--- src/rtl/dsp_fetch.sv ---
// Instruction fetch unit: single-outstanding memory requester feeding a 2-entry
// instruction queue, with branch redirect that flushes queue and in-flight data.
module dsp_fetch #(
   parameter int                 ADDR_W   = 16,
   parameter int                 INSTR_W  = 32,
   parameter logic [ADDR_W-1:0]  RESET_PC = '0
) (
   input  logic               clk,
   input  logic               rst_n,
   input  logic               jump_flag,
   input  logic [ADDR_W-1:0]  jump_addr,
   output logic               imem_req,
   output logic [ADDR_W-1:0]  imem_addr,
   input  logic               imem_gnt,
   input  logic               imem_rvalid,
   input  logic [INSTR_W-1:0] imem_rdata,
   output logic               instr_valid,
   output logic [INSTR_W-1:0] instr,
   output logic [ADDR_W-1:0]  instr_pc,
   input  logic               instr_ready
);

   typedef enum logic [1:0] {
      ST_IDLE = 2'd0,
      ST_REQ  = 2'd1,
      ST_WAIT = 2'd2
   } state_t;

   state_t              state_r, state_s;
   logic [ADDR_W-1:0]   pc_r, pc_s;
   logic [ADDR_W-1:0]   req_pc_r, req_pc_s;
   logic                drop_r, drop_s;
   logic [1:0]          count_r, count_s;
   logic [1:0]          count_push_s;
   logic                push_s;
   logic                pop_s;
   logic                rd_ptr_r;
   logic                wr_ptr_r;
   logic [INSTR_W-1:0]  fifo_instr_r [2];
   logic [ADDR_W-1:0]   fifo_pc_r    [2];

   assign imem_req    = (state_r == ST_REQ);
   assign imem_addr   = pc_r;
   assign instr_valid = (count_r != 2'd0) && !jump_flag;
   assign instr       = fifo_instr_r[rd_ptr_r];
   assign instr_pc    = fifo_pc_r[rd_ptr_r];

   // Next-state, pc, drop and queue-count decisions for the fetch FSM.
   always_comb begin
      state_s      = state_r;
      pc_s         = pc_r;
      req_pc_s     = req_pc_r;
      drop_s       = drop_r;
      push_s       = 1'b0;
      pop_s        = instr_valid && instr_ready;
      count_push_s = count_r + 2'd1 - {1'b0, pop_s};

      case (state_r)
         ST_IDLE: begin
            if (jump_flag) begin
               state_s = ST_REQ;
               pc_s    = jump_addr;
            end else if (count_r < 2'd2) begin
               state_s = ST_REQ;
            end else begin
               state_s = ST_IDLE;
            end
         end
         ST_REQ: begin
            if (imem_gnt) begin
               state_s  = ST_WAIT;
               req_pc_s = pc_r;
               // A redirect coinciding with the grant still leaves one response to swallow.
               if (jump_flag) begin
                  pc_s   = jump_addr;
                  drop_s = 1'b1;
               end else begin
                  pc_s   = pc_r + {{(ADDR_W-1){1'b0}}, 1'b1};
                  drop_s = 1'b0;
               end
            end else if (jump_flag) begin
               pc_s = jump_addr;
            end else begin
               state_s = ST_REQ;
            end
         end
         ST_WAIT: begin
            if (imem_rvalid) begin
               drop_s = 1'b0;
               if (jump_flag) begin
                  pc_s    = jump_addr;
                  state_s = ST_REQ;
               end else if (drop_r) begin
                  state_s = ST_REQ;
               end else begin
                  push_s  = 1'b1;
                  state_s = (count_push_s < 2'd2) ? ST_REQ : ST_IDLE;
               end
            end else if (jump_flag) begin
               pc_s   = jump_addr;
               drop_s = 1'b1;
            end else begin
               state_s = ST_WAIT;
            end
         end
         default: begin
            state_s = ST_IDLE;
            drop_s  = 1'b0;
         end
      endcase

      if (jump_flag) begin
         count_s = 2'd0;
      end else begin
         count_s = count_r + {1'b0, push_s} - {1'b0, pop_s};
      end
   end

   // FSM, pc and transaction-tracking registers.
   always_ff @(posedge clk or negedge rst_n) begin
      if (!rst_n) begin
         state_r  <= ST_IDLE;
         pc_r     <= RESET_PC;
         req_pc_r <= '0;
         drop_r   <= 1'b0;
         count_r  <= 2'd0;
      end else begin
         state_r  <= state_s;
         pc_r     <= pc_s;
         req_pc_r <= req_pc_s;
         drop_r   <= drop_s;
         count_r  <= count_s;
      end
   end

   // Queue storage and pointers; a redirect realigns the head with the tail.
   always_ff @(posedge clk or negedge rst_n) begin
      if (!rst_n) begin
         rd_ptr_r        <= 1'b0;
         wr_ptr_r        <= 1'b0;
         fifo_instr_r[0] <= '0;
         fifo_instr_r[1] <= '0;
         fifo_pc_r[0]    <= '0;
         fifo_pc_r[1]    <= '0;
      end else begin
         if (jump_flag) begin
            rd_ptr_r <= wr_ptr_r;
         end else if (pop_s) begin
            rd_ptr_r <= ~rd_ptr_r;
         end else begin
            rd_ptr_r <= rd_ptr_r;
         end
         if (push_s) begin
            fifo_instr_r[wr_ptr_r] <= imem_rdata;
            fifo_pc_r[wr_ptr_r]    <= req_pc_r;
            wr_ptr_r               <= ~wr_ptr_r;
         end else begin
            wr_ptr_r <= wr_ptr_r;
         end
      end
   end

endmodule

--- config.mk ---
export PLATFORM = sky130hd
export DESIGN_NAME = dsp_fetch
export DESIGN_NICKNAME = d
export VERILOG_FILES = /design/src/rtl/dsp_fetch.sv
export SDC_FILE = /design/constraint.sdc
export NUM_CORES = 1
export LEC_CHECK = 0
export ABC_AREA = 1
export CAP_MARGIN = 20
export CORE_AREA = 2 2 120 122
export CTS_BUF_LIST = sky130_fd_sc_hd__clkbuf_4 sky130_fd_sc_hd__clkbuf_8 sky130_fd_sc_hd__clkbuf_16
export DETAILED_ROUTE_END_ITERATION = 6
export DIE_AREA = 0 0 122 124
export PLACE_DENSITY = 0.84
export SETUP_SLACK_MARGIN = 0.3
export SYNTH_ARGS = -nofsm -noshare
export SYNTH_HDL_FRONTEND = slang
export SYNTH_SLANG_ARGS = --single-unit
--- constraint.sdc ---
create_clock -name clk -period 1.8 [get_ports clk]
set_input_delay 0.36 -clock clk [delete_from_list [all_inputs] [get_ports clk]]
set_output_delay 0.36 -clock clk [all_outputs]
set_load 0.02 [all_outputs]
**Yosys cells after proc, flatten, opt, wreduce, memory -nomap -nowiden**

Cells that the tools add are included.

- Bitwise logic cells: 5
- $lt $le $gt $ge: 5
- Add/sub/neg operators: 5
- Reduce and logical (&&, ||, !) cells: 12
- Eq/ne operators: 6
- Multiplexer cells: 38

Operators with widths:

| cell | count |
|---|---|
| $mux 32 | 4 |
| $mux 16 | 7 |
| $bwmux 64 | 1 |
| $bwmux 32 | 1 |
| $demux 32 s1 | 1 |
| $pmux 16 s2 | 1 |
| $add 16x1->16 const B | 1 |
| $demux 16 s1 | 1 |
| $mux 1 | 15 |
| $mux 2 | 5 |
| $ne 3x3->1 const B | 2 |
| $pmux 2 s3 | 1 |
| $reduce_bool 2->1 | 3 |
| $ge 2x2->1 const B | 2 |
| $lt 2x2->1 const B | 2 |
| $not 1->2 | 2 |
| $reduce_and 2->1 | 2 |
| $sub 2x1->2 | 2 |
| $logic_and 1x1->1 | 3 |
| $ne 3x2->1 const B | 1 |
| $not 1->1 | 3 |
| $pmux 1 s3 | 1 |
| $reduce_and 3->1 | 1 |
| $add 2x1->2 | 1 |
| other kinds (8) | 8 |

- Word-level logic and storage cells: 82
- Input port bits: 54
- Flip-flop bits (word level): 135

**Longest topological paths before layout**

- Depth in word-level cells: 10
- Depth in mapped cells: 12

**Worst setup path after synthesis**

OpenSTA, ideal clock, no wires.

- Kind: reg2reg
- Start: reg state_r[0]
- End: reg fifo_instr_r[57] (netlist name)
- Data arrival time: 1.533 ns
- Clock period less this slack: 1.664 ns
- Cell stages (with the launch flop): 12
- Buffers on the path: 3
- Library setup time: 0.130 ns
- Setup slack: 0.136 ns
- Path through: dfrtp_1 -> inv_1 -> ha_1 -> nand2_1 -> inv_1 -> nand2_2 -> or2_1 -> buf_2 -> buf_6 -> buf_6 -> nand2_1 -> o21ai_1

- Cells in the longest elaborated chain, start to end: 2

RTL lines:

| item | line | RTL |
|---|---|---|
| start: declaration | 29 | `state_t state_r, state_s;` |
| start signal: assignment | 128 | `state_r <= state_s;` |
| $eq 2x2->1 | 58 | `case (state_r)` |
| $mux 1 | 58 |  |
| end signal: indexed assignment | 154 | `fifo_instr_r[wr_ptr_r] <= imem_rdata;` |
| end: declaration | 39 | `logic [INSTR_W-1:0] fifo_instr_r [2];` |

Every way passes these cells.
A chain may end at the register's enable or synchronous reset.

**Worst setup path in the final report**

- Start: reg rd_ptr_r
- End: out instr[18]

- Cells in the longest elaborated chain, start to end: 4

RTL lines:

| item | line | RTL |
|---|---|---|
| start: declaration | 37 | `logic rd_ptr_r;` |
| start signal: assignment | 147 | `rd_ptr_r <= wr_ptr_r;` |
| start signal: assignment | 149 | `rd_ptr_r <= ~rd_ptr_r;` |
| start signal: assignment | 151 | `rd_ptr_r <= rd_ptr_r;` |
| $not 1->2 (not written as such) | 45 | `assign instr = fifo_instr_r[rd_ptr_r];` |
| $mux 32 (not written as such) (3 in series) | 45 |  |
| end: declaration | 18 | `output logic [INSTR_W-1:0] instr,` |

Every way passes these cells. The select of a mux whose other input is x is not followed.

==> metrics <==
WL/cell 24.31 µm; P&R area growth vs syn 81.69%; status finished with violations; CTS Sinks 135; fillers 577; core box area 0.01372 mm²; Slew Limit Fails 0; Final min period 1939 ps; Die Wd 122 µm; Hold WC Path Type in2async; Final Hold Viols 0; vias in the first global route 6554; largest net degree at the start of global routing 53; Nets 1098; starting density of the core 46.57%; initial antenna violation count 0; Worst setup EP type output port; Slew @ Worst Pin 400.0 ps; kind of cell adding the most delay to the critical path buffers and inverters; number of synthesized register bits 135; Rows 43; CP cell instances clkinv_4, clkbuf_16, nand2_1, nand2_2, buf_6; later-pin clock latency in the skew report 430 ps; Setup WS post-layout -138.6 ps; 1st-pass router iterations 6; RSZ-0062 raised after global routing true; CTS Buffer Depth 2; Critical Path AT 1580 ps; crit share post-route 107.7%; dpl cells 1118; global-route wire length before repair 33000 µm; footprint of the multi-input gates 0.003963 mm²; H-tree depth 4; Max Clk Rate 515.8 MHz; Worst-path clk slew 70 ps; Total GRT Usage 28.60%; Top-Level Pins 120; antenna cells 0; Setup Skew 12.35 ps; slowest cell on the critical path dfrtp_2; DIE AREA 0.01513 mm²; sequential cell area 0.003385 mm²; failing checks setup timing; DPL Wire Length 10330 µm; Buf/Inv on CP 3; GP Congestion 0.8778; synthesized cell area 0.006389 mm²; PwrDens 1756 mW/mm²; CP startpoint kind register; number of DRC markers in iteration 0 1077; Final Non-Filler Cells 1229; static leakage 5.781 nW; post-DR vias/cell 5.954; CP max FO 8; Avg Inst Size Synth 7.688 µm²; CTS tree built; ANT nets after route 0; Max VDD drop 0.0009800 V; synth top area cells dfrtp_1, nand2_1, o21ai_0, inv_1, o21ai_1; Cells after Synth 831; Mapped Nets 893; I/O Buffers 119; slowest stage delay, CP 420 ps; ratio of cells with drive above 1 in the final layout 50.52%; total of max-cap violations 0; Die H 124 µm; worst slack at placement -318.4 ps; TritonCTS Buffers 17; synth unique cells 28; DRC 0; DR vias 7317; sequential area share after synthesis 52.88%; GR Overflow Total 0; Routed WL 29880 µm; cell taking the most area after synthesis dfrtp_1; max_slew headroom 73.33%; critical path class reg2out; worst path required time 1440 ps; Ys Warns 0; top cell type's share of synthesized area 52.88%; Root Buffer clkbuf_16; Final Setup Violations 59
worst paths after layout:
path	cells past startpoint	slack, ps	to	from
setup reg to reg	10	-20	fifo_instr_r[59]$_DFFE_PN0P_	state_r[0]$_DFFE_PN0P_
setup / recovery	5	-140	instr[18]	rd_ptr_r$_DFFE_PN0P_
max in group asynchronous	3	690	fifo_instr_r[36]$_DFFE_PN0P_	rst_n
hold reg to reg	2	500	req_pc_r[12]$_DFFE_PN0P_	req_pc_r[12]$_DFFE_PN0P_
hold / removal	2	390	fifo_instr_r[49]$_DFFE_PN0P_	rst_n
min in group clk	3	430	state_r[1]$_DFFE_PN0P_	jump_flag
where the power goes:
group,leakage (nW),internal (mW),switching (mW)
logic,3.71,4.65,5.59
registers,1.75,4.33,1.67
clock network,0.330,2.69,1.45
total,5.78,11.7,8.71
placed cells by master, fill, tap and decap left out, types with 3 or more instances in the layout:
| cell type | count |
|---|---|
| buf_2 | 6 |
| buf_16 | 18 |
| bufinv_16 | 6 |
| clkdlybuf4s50_1 | 51 |
| inv_1 | 79 |
| o21ai_0 | 18 |
| ha_1 | 3 |
| a21oi_1 | 8 |
| nand2_4 | 93 |
| nand3_1 | 14 |
| buf_4 | 30 |
| clkdlybuf4s15_2 | 6 |
| ha_4 | 5 |
| nor2_4 | 9 |
| o21ai_1 | 33 |
| buf_6 | 75 |
| dfrtp_2 | 5 |
| buf_12 | 23 |
| nand2_2 | 101 |
| buf_8 | 3 |
| inv_2 | 6 |
| or2_4 | 3 |
| clkbuf_16 | 29 |
| nand2_1 | 148 |
| o21ai_2 | 82 |
| nand4_1 | 5 |
| nor2_1 | 23 |
| clkinv_4 | 3 |
| nand3_2 | 3 |
| dfrtp_1 | 130 |
state kept, by name (all words and copies together) (netlist names):
| name | cells |
|---|---|
| count_r | 2 |
| wr_ptr_r | 1 |
| fifo_pc_r | 32 |
| fifo_instr_r | 64 |
| rd_ptr_r | 1 |
| imem_addr | 16 |
| state_r | 2 |
| drop_r | 1 |
| req_pc_r | 16 |
layout make-up:
| cell class | instances | share of cell area [%] |
|---|---|---|
| timing repair buffer | 227 | 25.87 |
| inverter | 89 | 3.007 |
| clock inverter | 12 | 1.919 |
| clock buffer | 20 | 3.967 |
| tap | 180 | 1.940 |
| sequential | 135 | 29.16 |
| multi-input combinational | 566 | 34.14 |
routing by layer:
layer | routed length [µm] | part of all wire, % | global-route usage [%] | vias to the layer above
met1 | 10340 | 35 | 34.23 | 3536
li1 | - | - | - | 3021
met5 | 0 | 0 | 0 | -
met3 | 2968 | 9.9 | 5.632 | 175
met2 | 14620 | 49 | 49.06 | 585
met4 | 1961 | 6.6 | 14.94 | 0
cell families (layout without fill, tap and decap cells):
kind of cell	after synthesis	in the layout	synth area share, %
simple gates	404	406	24.68
flops	135	135	52.88
buf+inv	132	348	8.558
compound gates	148	148	11.77
xor+xnor	4	4	0.5485
fa+ha+maj	8	8	1.567
what timing repair did:
| item | 4_1_cts | 5_1_grt |
|---|---|---|
| hold buffers | 1 | 0 |
| buffers inserted | 23 | 22 |
| setup endpoints to repair | 181 | 177 |
| endpoints found under the hold margin | 16 | 0 |
| cloned | 19 | 14 |
| resized for setup | 562 | 361 |
| pin swaps | 32 | 82 |
cells in the mapped netlist, drive strengths merged:
cell type and count:
a211oi 1, nand4 5, a21oi 9, buf 16
or2 1, a22o 1, nand3 18, clkbuf 27
nand2 342, xor2 3, dfrtp 135, inv 89
o21ai 134, xnor2 1, o22ai 2, nor2 34
ha 8, nor3 4, a22oi 1
stage by stage:
step | total power, mW | util, % | TNS [ps] | hold WS [ps] | instance area [µm²]
after CTS | 16.97 | 73.00 | -3.558 | 369.5 | 10010
after floorplan | 8.526 | - | 0 | 64.41 | 6416
after global placement | 11.14 | 58.43 | -16970 | 259.5 | 8016
after detailed placement | 11.33 | 58.43 | -19710 | 260.8 | 8016
final | 20.38 | 84.61 | -1817 | 386.3 | 11610
after global routing | 21.11 | 84.61 | -5326 | 400.9 | 11610
worst register-to-register path, delay by kind of cell, from the launching register on:
family | cells | cell delay [ps]
simple gates | 4 | 590
flops | 1 | 430
fa+ha+maj | 1 | 160
compound gates | 1 | 70
buf+inv | 4 | 470
(Power assumes the default switching activity.)
